## config.mk

```make
export PLATFORM = sky130hd
export DESIGN_NAME = umi_isolate_ctrl
export DESIGN_NICKNAME = d
export VERILOG_FILES = /design/src/rtl/umi_isolate_ctrl_pkg.sv /design/src/rtl/umi_isolate_ctrl_sync.sv /design/src/rtl/umi_isolate_ctrl.sv
export SDC_FILE = /design/constraint.sdc
export NUM_CORES = 1
export LEC_CHECK = 0
export CORE_MARGIN = 10
export CORE_UTILIZATION = 50
export DETAILED_ROUTE_END_ITERATION = 8
export GPL_ROUTABILITY_DRIVEN = 0
export PLACE_DENSITY = 0.76
export SKIP_LAST_GASP = 1
export SYNTH_ARGS = -nofsm -noshare
export SYNTH_HDL_FRONTEND = slang
export SYNTH_HIERARCHICAL = 1
export SYNTH_SLANG_ARGS = --single-unit
```

## constraint.sdc

```tcl
create_clock -name clk_i -period 3.6 [get_ports clk_i]
set_input_delay 0.72 -clock clk_i [delete_from_list [all_inputs] [get_ports clk_i]]
set_output_delay 0.72 -clock clk_i [all_outputs]
set_load 0.03 [all_outputs]
```

## src/rtl/umi_isolate_ctrl_pkg.sv

```systemverilog
// Shared types for the UMI power/isolation sequencer: state encoding and
// the registered output decode used by the top-level FSM.
package umi_isolate_ctrl_pkg;

    typedef enum logic [2:0] {
        ST_ON     = 3'd0,
        ST_DRAIN  = 3'd1,
        ST_ISO    = 3'd2,
        ST_OFF    = 3'd3,
        ST_PWRUP  = 3'd4,
        ST_SETTLE = 3'd5
    } state_e;

    typedef struct packed {
        logic isolate;
        logic pwr_en;
        logic umi_block;
        logic pd_ack;
    } ctrl_out_t;

    localparam ctrl_out_t RESET_OUT = '{isolate: 1'b1, pwr_en: 1'b0, umi_block: 1'b1, pd_ack: 1'b1};

    function automatic ctrl_out_t decode_out(input state_e st);
        ctrl_out_t o;
        case (st)
            ST_ON:     o = '{isolate: 1'b0, pwr_en: 1'b1, umi_block: 1'b0, pd_ack: 1'b0};
            ST_DRAIN:  o = '{isolate: 1'b0, pwr_en: 1'b1, umi_block: 1'b1, pd_ack: 1'b0};
            ST_ISO,
            ST_PWRUP,
            ST_SETTLE: o = '{isolate: 1'b1, pwr_en: 1'b1, umi_block: 1'b1, pd_ack: 1'b0};
            default:   o = RESET_OUT;
        endcase
        return o;
    endfunction

    function automatic int max4(input int a, input int b, input int c, input int d);
        int m;
        m = a;
        if (b > m) m = b;
        if (c > m) m = c;
        if (d > m) m = d;
        return m;
    endfunction

endpackage

```

## src/rtl/umi_isolate_ctrl_sync.sv

```systemverilog
// Async-reset flop chain bringing the domain power-good into clk_i;
// resets to 0 so a reset always looks like power is not yet good.
module umi_isolate_ctrl_sync #(
    parameter int STAGES = 2
) (
    input  logic clk_i,
    input  logic nreset_i,
    input  logic d_i,
    output logic q_o
);

    logic [STAGES-1:0] sync_q;
    logic [STAGES-1:0] sync_d;

    always_comb begin
        sync_d    = sync_q;
        sync_d[0] = d_i;
        for (int i = 1; i < STAGES; i++) begin
            sync_d[i] = sync_q[i-1];
        end
    end

    always_ff @(posedge clk_i or negedge nreset_i) begin
        if (!nreset_i) begin
            sync_q <= '0;
        end else begin
            sync_q <= sync_d;
        end
    end

    assign q_o = sync_q[STAGES-1];

endmodule

```

## src/rtl/umi_isolate_ctrl.sv

```systemverilog
// Power/isolation sequencer for one switchable UMI domain.
// Optional drain timeout is built when UMI_ISOLATE_CTRL_TIMEOUT_EN is defined.
//
//   state  | meaning
//   ON     | domain powered, traffic flowing
//   DRAIN  | ingress blocked, waiting for IDLE_CYCLES quiet cycles
//   ISO    | isolation applied, power still on for ISO_SETUP cycles
//   OFF    | domain unpowered and isolated (pd_ack)
//   PWRUP  | power enabled, waiting for synced power-good
//   SETTLE | power-good seen, waiting SETTLE_CYCLES before release
module umi_isolate_ctrl
    import umi_isolate_ctrl_pkg::*;
#(
    parameter int IDLE_CYCLES   = 4,
    parameter int ISO_SETUP     = 2,
    parameter int SETTLE_CYCLES = 16,
    parameter int DRAIN_TIMEOUT = 1024,
    parameter int SYNC_STAGES   = 2
) (
    input  logic clk_i,
    input  logic nreset_i,
    input  logic pd_req_i,
    output logic pd_ack_o,
    input  logic pwr_good_i,
    output logic pwr_en_o,
    output logic isolate_o,
    output logic umi_block_o,
    input  logic umi_out_valid_i,
    input  logic dom_busy_i,
    output logic drain_err_o
);

    localparam int CNT_W = $clog2(max4(IDLE_CYCLES, ISO_SETUP, SETTLE_CYCLES, DRAIN_TIMEOUT)) + 1;
    localparam logic [CNT_W-1:0] CNT_MAX     = '1;
    localparam logic [CNT_W-1:0] IDLE_LAST   = CNT_W'(IDLE_CYCLES - 1);
    localparam logic [CNT_W-1:0] ISO_LAST    = CNT_W'(ISO_SETUP - 1);
    localparam logic [CNT_W-1:0] SETTLE_LAST = CNT_W'(SETTLE_CYCLES - 1);

    state_e           state_q, state_d;
    logic [CNT_W-1:0] cnt_q, cnt_d;
    ctrl_out_t        out_q;
    logic             pwr_good_sync;
    logic             idle;

    assign idle = !umi_out_valid_i && !dom_busy_i;

    umi_isolate_ctrl_sync #(
        .STAGES(SYNC_STAGES)
    ) u_sync (
        .clk_i    (clk_i),
        .nreset_i (nreset_i),
        .d_i      (pwr_good_i),
        .q_o      (pwr_good_sync)
    );

`ifdef UMI_ISOLATE_CTRL_TIMEOUT_EN
    localparam logic [CNT_W-1:0] TMO_LAST = CNT_W'(DRAIN_TIMEOUT - 1);
    logic [CNT_W-1:0] tmo_q, tmo_d;
    logic             err_q, err_d;
    logic             tmo_hit;
`endif

    always_comb begin
        state_d = state_q;
        cnt_d   = (cnt_q == CNT_MAX) ? cnt_q : cnt_q + CNT_W'(1);
`ifdef UMI_ISOLATE_CTRL_TIMEOUT_EN
        tmo_hit = 1'b0;
`endif
        case (state_q)
            ST_ON: begin
                if (pd_req_i) state_d = ST_DRAIN;
            end
            ST_DRAIN: begin
                if (!idle) cnt_d = '0;
                // Abort outranks completion so a late cancel never isolates.
                if (!pd_req_i) begin
                    state_d = ST_ON;
                end else if (idle && cnt_q == IDLE_LAST) begin
                    state_d = ST_ISO;
`ifdef UMI_ISOLATE_CTRL_TIMEOUT_EN
                end else if (tmo_q == TMO_LAST) begin
                    state_d = ST_ISO;
                    tmo_hit = 1'b1;
`endif
                end
            end
            ST_ISO: begin
                if (cnt_q == ISO_LAST) state_d = ST_OFF;
            end
            ST_OFF: begin
                if (!pd_req_i) state_d = ST_PWRUP;
            end
            ST_PWRUP: begin
                if (pd_req_i) begin
                    state_d = ST_OFF;
                end else if (pwr_good_sync) begin
                    state_d = ST_SETTLE;
                end
            end
            ST_SETTLE: begin
                if (!pwr_good_sync) begin
                    state_d = ST_PWRUP;
                end else if (cnt_q == SETTLE_LAST) begin
                    state_d = ST_ON;
                end
            end
            default: state_d = ST_OFF;
        endcase
        if (state_d != state_q) cnt_d = '0;
    end

    // Outputs are decoded from the next state so they switch with the state register.
    always_ff @(posedge clk_i or negedge nreset_i) begin
        if (!nreset_i) begin
            state_q <= ST_OFF;
            cnt_q   <= '0;
            out_q   <= RESET_OUT;
        end else begin
            state_q <= state_d;
            cnt_q   <= cnt_d;
            out_q   <= decode_out(state_d);
        end
    end

`ifdef UMI_ISOLATE_CTRL_TIMEOUT_EN
    always_comb begin
        tmo_d = '0;
        if (state_q == ST_DRAIN && state_d == ST_DRAIN) begin
            tmo_d = (tmo_q == CNT_MAX) ? tmo_q : tmo_q + CNT_W'(1);
        end
        err_d = err_q;
        if (tmo_hit) err_d = 1'b1;
        if (state_d == ST_DRAIN && state_q != ST_DRAIN) err_d = 1'b0;
    end

    always_ff @(posedge clk_i or negedge nreset_i) begin
        if (!nreset_i) begin
            tmo_q <= '0;
            err_q <= 1'b0;
        end else begin
            tmo_q <= tmo_d;
            err_q <= err_d;
        end
    end

    assign drain_err_o = err_q;
`else
    assign drain_err_o = 1'b0;
`endif

    assign isolate_o   = out_q.isolate;
    assign pwr_en_o    = out_q.pwr_en;
    assign umi_block_o = out_q.umi_block;
    assign pd_ack_o    = out_q.pd_ack;

endmodule
```

==> metrics.md <==
| Metric | Value |
|---|---|
| Num ports | `11` |
| Leak Pwr | `0.544 nW` |
| ANT nets after route | `0` |
| Port buffer count | `9` |
| Max stage delay cell, worst path | `clkdlybuf4s50_1` |
| Gr ovfl total | `0` |
| # resized after CTS | `0` |
| Drt total wl | `2360 um` |
| Max_slew headroom | `40.9%` |
| Largest net degree at the start of global routing | `21` |
| Critical path type | `flip-flop to primary output` |
| Unrepaired setup endpoints after global routing | `no` |
| # rows | `17` |
| Worst skew pair latency | `0.30 ns` |
| Worst Path Arrival | `1.50 ns` |
| CP bufs+invs | `1` |
| CTS Buf Count | `3` |
| Tmin final | `2.22 ns` |
| Final nets | `135` |
| Initial antenna violation count | `0` |
| Synth top area share | `31.9%` |
| Slew @ Worst Pin | `0.883 ns` |
| Post-Syn Instances | `120` |
| Period utilization | `61.7%` |
| Worst Setup End Kind | `primary output` |
| DR vias/cell | `6.01` |
| Main synth FF type | `dfrtp_1` |
| Clock slew at reported path FFs | `0.11 ns` |
| Synth cell types | `45` |
| CTS tree | `built` |
| Via count | `925` |
| H-tree depth | `1` |
| Most frequent cells in the layout | `dfrtp_1, nand2_1, nand3_1, clkdlybuf4s50_1, nor3_1` |
| Status | `completed` |
| Filler Cells Inserted | `197` |
| Post-route DRC | `0` |
| Total GRT Usage | `11.3%` |
| Power Dens Cells | `645 mW/mm^2` |
| Yosys Warn Count | `6` |
| Avg WL per Cell | `15.4 um` |
| Hold path startpoint | `u_sync/sync_q[0]` |
| Core area | `0.00223 mm^2` |
| Post-synth EDFFs | `0` |
| Die width | `68.5 um` |
| Final Hold Vio Count | `0` |
| Max Cap Viol | `0` |
| Setup Fix Bufs, Post-CTS | `0` |
| Area leader, netlist | `dfrtp_1` |
| Critical path required time | `2.88 ns` |
| Met3 Usage GRT | `3.10%` |
| Clk buf depth | `2` |
| Post-Syn Nets | `128` |
| Cells along the critical path | `clkdlybuf4s50_1` |
| Sequential area share after synthesis | `43.1%` |
| Fmax | `450 MHz` |
| # diodes | `0` |
| Hold Crit Endpoint | `u_sync/sync_q[1]` |
| RR Endpoint | `cnt_q[5]` |
| Asr flop ratio synth | `100%` |
| CTS root buf | `clkbuf_4` |
| Yosys reg bits | `20` |
| First-pass GRT wire length | `4040 um` |
| Layer with the highest usage | `met2` |
| M1 GR Usage | `15.0%` |
| Hold path cells | `0` |
| Number of global-route vias before repair | `822` |
| Clock Sinks | `20` |
| Cts hold-fix bufs | `0` |
| Total power draw | `0.845 mW` |
| Post-Syn Area per Cell | `9.79 um^2` |
| Reg2Reg Setup Slack | `1.54 ns` |
| Most common cell after layout, fill and taps aside | `dfrtp_1` |
| Worst stage delay on the critical path | `0.67 ns` |
| Layout cells sized above 1 | `14.3%` |
| R2R cell count | `6` |
| Pre-antenna DRT Iters | `4` |
| Setup TNS | `0 ns` |
| Synth top area cells | `dfrtp_1, dfstp_2, nor4b_4` |
| Final Max Slew Viols | `0` |
| Initial DRC count | `64` |
| Met2 Use GR | `16.5%` |
| Hold Path Class | `flip-flop to flip-flop` |
| Mapped Area | `0.00117 mm^2` |
| Placed wire-length estimate | `1720 um` |
| Die area | `0.00469 mm^2` |
| Initial Utilization | `52.6%` |
| Largest vdd supply drop | `443 uV` |
| Worst Path Max Fanout | `1` |
| P&R area growth vs syn | `11.5%` |
| Clk_skew | `0.00209 ns` |
| CP delay by family, top | `buffers and inverters` |
| RR Startpoint | `cnt_q[0]` |
| Critical Path Start Type | `flip-flop` |
| Finish-stage setup viols | `0` |
| Die Span Y | `68.5 um` |
## cells in the mapped netlist (2+ instances only)
cell type / n
nand2_1: 9
buf_4: 2
and2_1: 2
buf_2: 4
inv_1: 2
nor3_1: 8
nor4b_4: 2
a31oi_1: 4
nor2_1: 6
o21ai_0: 3
and3_1: 2
nand3b_1: 2
nand4_1: 5
xor2_1: 3
dfrtp_1: 15
and4_1: 2
dfstp_2: 5
a21o_1: 3
o211ai_1: 3
ha_1: 2
a21oi_1: 4
nand3_1: 9
## stage by stage
| step | hold slack (ns) | cell area [um^2] | util (%) | cells | setup slack (ns) |
|---|---|---|---|---|---|
| after floorplan | 0.331 | 1170 | - | 120 | 1.86 |
| after global placement | 0.338 | 1260 | 56.3 | 150 | 1.27 |
| after detailed placement | 0.343 | 1260 | 56.3 | 150 | 1.18 |
| after CTS | 0.369 | 1310 | 58.7 | 154 | 1.36 |
| after global routing | 0.372 | 1310 | 58.7 | 154 | 1.32 |
| final | 0.365 | 1310 | 58.7 | 154 | 1.38 |
## registers in the layout, indices dropped and copies added, names as in the netlist
name / flops
isolate_o: 1
state_q: 3
pwr_en_o: 1
umi_block_o: 1
pd_ack_o: 1
cnt_q: 11
u_sync/sync_q: 2
## layout make-up
type | instances | area (um^2) | share of cell area, %
clock buffers | 3 | 22.5 | 1.72
well taps | 28 | 35.0 | 2.67
repair buffers | 10 | 97.6 | 7.45
clock inverters | 1 | 30.0 | 2.29
inverters | 2 | 7.51 | 0.573
multi-input cells | 90 | 611 | 46.6
flip-flops and latches | 20 | 507 | 38.7
## report_power, final
part	switching, mW	total (mW)	internal (mW)
Combinational	0.192	0.326	0.134
Sequential	0.0554	0.338	0.283
Clock	0.0690	0.182	0.113
Total	0.316	0.845	0.529
## worst max path at each step
stage,from,to,slack [ns],depth (start not counted)
2_1_floorplan,cnt_q[0],cnt_q[5],1.86,7
3_3_place_gp,pd_req_i,cnt_q[2],1.27,6
3_5_place_dp,pd_req_i,cnt_q[1],1.18,6
4_1_cts,isolate_o,isolate_o,1.36,1
5_1_grt,pd_req_i,cnt_q[1],1.32,6
6_report,isolate_o,isolate_o,1.38,1
## kinds of logic after synthesis
kind of cell             after synthesis  share of synthesized area, %
AO/OA/AOI/OAI                         23                          12.9
XOR/XNOR                               3                          2.24
adder cells (fa/ha/maj)                2                          2.13
buffers and inverters                 10                          4.90
flip-flops                            20                          43.1
other                                  1                         0.319
AND/OR/NAND/NOR                       61                          34.4
## metal layers
metal | routed length [um] | part of all wire [%]
met5 | 0 | 0
met4 | 44 | 1.9
met3 | 70 | 3.0
met1 | 1130 | 48
met2 | 1110 | 47
Power figures use the tool's default switching activity.
